$ cat config.mk
export PLATFORM = sky130hd
export DESIGN_NAME = prng_stream
export DESIGN_NICKNAME = d
export VERILOG_FILES = /design/src/rtl/prng_stream.sv
export SDC_FILE = /design/constraint.sdc
export NUM_CORES = 1
export LEC_CHECK = 0
export CAP_MARGIN = 20
export CORE_MARGIN = 10
export CORE_UTILIZATION = 30
export CTS_BUF_LIST = sky130_fd_sc_hd__clkbuf_4
export DETAILED_ROUTE_END_ITERATION = 16
export HOLD_SLACK_MARGIN = 0.1
export PLACE_DENSITY = 0.64
export SETUP_SLACK_MARGIN = 0.3
export SKIP_CTS_REPAIR_TIMING = 1
export SLEW_MARGIN = 20
export SYNTH_ARGS = -nofsm -noshare
export SYNTH_HDL_FRONTEND = slang
export SYNTH_SLANG_ARGS = --single-unit
$ cat constraint.sdc
create_clock -name clk -period 1.92 [get_ports clk]
set_input_delay 0.384 -clock clk [delete_from_list [all_inputs] [get_ports clk]]
set_output_delay 0.384 -clock clk [all_outputs]
set_load 0.01 [all_outputs]
$ cat src/rtl/prng_stream.sv
// rtl/prng_stream.sv - parametrised LFSR random word source with valid/ready output
//
// Purpose: Fibonacci-style LFSR that collects one feedback bit per step into
// an OUT_W-bit word, presents the word on a registered valid/ready stream and
// stalls while the word is pending. Supports run-time reseeding with all-zero
// lock-up protection and a raw or whitened word mode.
//
// Ports:
//   clk        clock, all registers update on the rising edge
//   rst        synchronous active-high reset
//   en         generation enable, freezes the LFSR and bit counter when low
//   mode       0 = raw word, 1 = word XOR top OUT_W bits of the LFSR
//   seed_load  single-cycle strobe that loads seed_data
//   seed_data  new seed value (zero is replaced by SEED_DEFAULT)
//   out_valid  out_data holds an unconsumed word
//   out_ready  consumer accepts the word
//   out_data   random word
//   state_out  current LFSR state
module prng_stream #(
  parameter int                 STATE_W      = 16,
  parameter int                 OUT_W        = 8,
  parameter logic [STATE_W-1:0] TAPS         = 16'hD008,
  parameter logic [STATE_W-1:0] SEED_DEFAULT = 16'h0001
) (
  input  logic               clk,
  input  logic               rst,
  input  logic               en,
  input  logic               mode,
  input  logic               seed_load,
  input  logic [STATE_W-1:0] seed_data,
  output logic               out_valid,
  input  logic               out_ready,
  output logic [OUT_W-1:0]   out_data,
  output logic [STATE_W-1:0] state_out
);

  localparam int CNT_W = (OUT_W > 2) ? $clog2(OUT_W) : 1;
  localparam logic [CNT_W-1:0] CNT_LAST = CNT_W'(OUT_W - 1);

  typedef enum logic {
    FILL = 1'b0,
    HOLD = 1'b1
  } state_t;

  state_t             state, state_next;
  logic [STATE_W-1:0] lfsr, lfsr_next;
  logic [OUT_W-1:0]   acc, acc_next;
  logic [CNT_W-1:0]   cnt, cnt_next;
  logic [OUT_W-1:0]   data_next;
  logic               valid_next;

  logic               fb;
  logic [STATE_W-1:0] lfsr_step;
  logic [OUT_W-1:0]   acc_step;

  // The first collected bit of a word is shifted furthest and lands at the MSB.
  assign fb        = ^(lfsr & TAPS);
  assign lfsr_step = {lfsr[STATE_W-2:0], fb};
  assign acc_step  = {acc[OUT_W-2:0], fb};
  assign state_out = lfsr;

  always_comb begin
    state_next = state;
    lfsr_next  = lfsr;
    acc_next   = acc;
    cnt_next   = cnt;
    data_next  = out_data;
    valid_next = out_valid;

    if (seed_load) begin
      // A zero seed would lock the LFSR, so it is replaced by the default.
      lfsr_next  = (seed_data == '0) ? SEED_DEFAULT : seed_data;
      acc_next   = '0;
      cnt_next   = '0;
      valid_next = 1'b0;
      state_next = FILL;
    end else begin
      case (state)
        FILL: begin
          if (en) begin
            lfsr_next = lfsr_step;
            acc_next  = acc_step;
            if (cnt == CNT_LAST) begin
              cnt_next   = '0;
              // Whitening uses the LFSR as it stands after the completing step.
              data_next  = mode ? (acc_step ^ lfsr_step[STATE_W-1 -: OUT_W]) : acc_step;
              valid_next = 1'b1;
              state_next = HOLD;
            end else begin
              cnt_next = cnt + 1'b1;
            end
          end
        end
        HOLD: begin
          if (out_valid && out_ready) begin
            valid_next = 1'b0;
            state_next = FILL;
          end
        end
        default: begin
          state_next = FILL;
        end
      endcase
    end
  end

  always_ff @(posedge clk) begin
    if (rst) begin
      state     <= FILL;
      lfsr      <= SEED_DEFAULT;
      acc       <= '0;
      cnt       <= '0;
      out_data  <= '0;
      out_valid <= 1'b0;
    end else begin
      state     <= state_next;
      lfsr      <= lfsr_next;
      acc       <= acc_next;
      cnt       <= cnt_next;
      out_data  <= data_next;
      out_valid <= valid_next;
    end
  end

endmodule

==> results.cfg <==
[route]
vias_per_cell = 4.58
dr.pass1.iters = 4
drt-initial-drc-count = 68
ant_nets = 0
wirelength_um = 4710
via_count = 1513
route.detailed.drc = 0
post_drt_wl_per_cell_um = 14.3

[critical_path]
path_cells = clkdlybuf4s50_1
arrival_ns = 1.29
cp.required_ns = 1.54
cp.depth = 1
crit_fanout = 5
slowest_stage = clkdlybuf4s50_1
crit_path_max_incr_delay_ns = 0.56
worstSetupPathType = flip-flop to primary output
critPathLaunchType = flip-flop
r2r_end = out_data[4]$_SDFFE_PP0P_
worstRegToRegCells = 7
reg2reg_from = cnt[0]$_SDFFE_PP0P_
worst_setup_path_end_kind = primary output
critPathBufInv = 1
path_delay_family = buffers and inverters
ff2ff_setup_slack_ns = 0.43

[grt]
grt_util_met1 = 0.135
overflow = 0
track_usage = 0.106
grt_util_met2 = 0.159
antenna_found_initial = 0
first_global_vias = 1492
grt_max_degree = 27
grt_first_pass_wirelength_um = 7620
gr-usage-met3 = 0.0408
busiest_layer = met2

[timing]
fmax_ghz = 0.597
rsz0062_at_grt = yes
tightest_slew_ns = 0.500
whs_ns = 0.468
finalMaxSlewViolations = 0
clock_skew_ns = 0.00590
period_minus_slack_ns = 1.68
finalCritPeriodShare = 0.873
setup_ws_ns = 0.245
final-setup-viol-count = 0
hold_violations = 0
slew_headroom = 0.663
tns_ns = 0

[floorplan]
io_pins = 47
coreArea_um2 = 5540
start_util = 0.310
die_h_um = 95.7
rows = 27
die_area_um2 = 9150
die_w_um = 95.7

[min_path]
holdPathEnd = cnt[1]$_SDFFE_PP0P_
hold-path-cell-count = 2
min_path_type = flip-flop to flip-flop
min-delay-start = cnt[1]$_SDFFE_PP0P_

[placement]
dp_slack_ns = 0.110
portBuffers = 46
hpwl_um = 3500
dpl_cell_area_um2 = 2230
place_inst = 321
gp_congestion = 0.773

[synthesis]
syn_area_per_cell_um2 = 8.07
syn_inst = 213
synth_flop_cell = dfxtp_1
synth_edf_count = 0
synthArstFlopShare = 0
syn_area_um2 = 1720
synth_nets = 237
synth-seq-cells = 36
synth_cell_types = 29
yosysSeqAreaShare = 0.420
yosysWarnings = 0

[clock_tree]
clk_path_buf_depth = 2
clockRootBuffer = clkbuf_4
clk_latency_ns = 0.34
cts_buffers = 5
cts_num_sinks = 36
tritoncts = built
clk_transition_reported_paths_ns = 0.11
htree_levels = 2

[pwr]
power_leakage_nw = 1.20
power_density_nw_per_um2 = 646
total_power_mw = 1.55
ir_drop_mv = 0.232

[cells_and_area]
nFillCells = 560
insertedDiodeCount = 0
fin_nets = 281
stdcell_count = 330
syn_to_final_growth_pct = 39.8
mostFrequentLayoutCells = 69 x nand2_1, 27 x dfxtp_1, 24 x dlymetal6s2s_1
utilization = 0.434
mostFrequentLayoutCell = nand2_1
drive_gt1_frac = 0.140
fin_area_um2 = 2400

[flow_run]
cap_violations = 0

[outcome]
outcome = finished clean
final cells by class:
| cell class | count | area [µm²] | area share |
|---|---|---|---|
| multi-input combinational | 161 | 905 | 0.377 |
| sequential | 36 | 734 | 0.306 |
| timing repair buffer | 53 | 598 | 0.249 |
| tap | 72 | 90.1 | 0.0375 |
| clock buffer | 5 | 37.5 | 0.0156 |
| clock inverter | 3 | 37.5 | 0.0156 |
registers in the layout (all words and copies together) (netlist names):
name       flops
acc            7
cnt            3
out_data       8
out_valid      1
state          1
state_out     16
Yosys cell counts, types with 4 or more instances:
cell type | number | area [µm²]
buf_2 | 4 | 20.0
a21oi_2 | 9 | 78.8
nand2_1 | 69 | 259
a211oi_1 | 8 | 60.1
xor2_1 | 8 | 70.1
buf_4 | 4 | 30.0
nor2_1 | 11 | 41.3
clkbuf_1 | 5 | 18.8
a21oi_1 | 18 | 90.1
a21o_1 | 14 | 105
dfxtp_1 | 36 | 721
how the worst max path moves through the flow:
stage / end / start / slack [ns]
after floorplan: out_data[1]$_SDFFE_PP0P_ / cnt[0]$_SDFFE_PP0P_ / 0.53
after global placement: state_out[13]$_SDFFE_PP0P_ / en / 0.13
after detailed placement: state_out[13]$_SDFFE_PP0P_ / en / 0.11
after CTS: state_out[12] / state_out[12]$_SDFFE_PP0P_ / 0.12
after global routing: state_out[12] / state_out[12]$_SDFFE_PP0P_ / 0.16
final: state_out[12] / state_out[12]$_SDFFE_PP0P_ / 0.24
layer usage:
| metal | routed length, µm | vias up |
|---|---|---|
| li1 | - | 804 |
| met1 | 2280 | 670 |
| met2 | 2100 | 34 |
| met3 | 256 | 5 |
| met4 | 70 | 0 |
| met5 | 0 | - |
worst min-delay path, stage by stage, from the launching register on:
cell and delay (ns):
dfxtp_1 0.33, nand2_1 0.05, a21oi_1 0.05
report_power, final:
part / switching (mW) / internal (mW)
sequential: 0.0238 / 0.771
clock: 0.256 / 0.266
combinational: 0.117 / 0.119
kinds of logic (layout without fill, tap and decap cells):
| group | after synthesis | after routing | synth area share |
|---|---|---|---|
| AND/OR/NAND/NOR | 98 | 98 | 0.251 |
| XOR/XNOR | 10 | 10 | 0.0510 |
| buffers and inverters | 16 | 61 | 0.0554 |
| flip-flops | 36 | 36 | 0.420 |
| AO/OA/AOI/OAI | 51 | 51 | 0.209 |
| adder cells (fa/ha/maj) | 2 | 2 | 0.0146 |
Note: power is estimated with default switching activity, not from simulation.
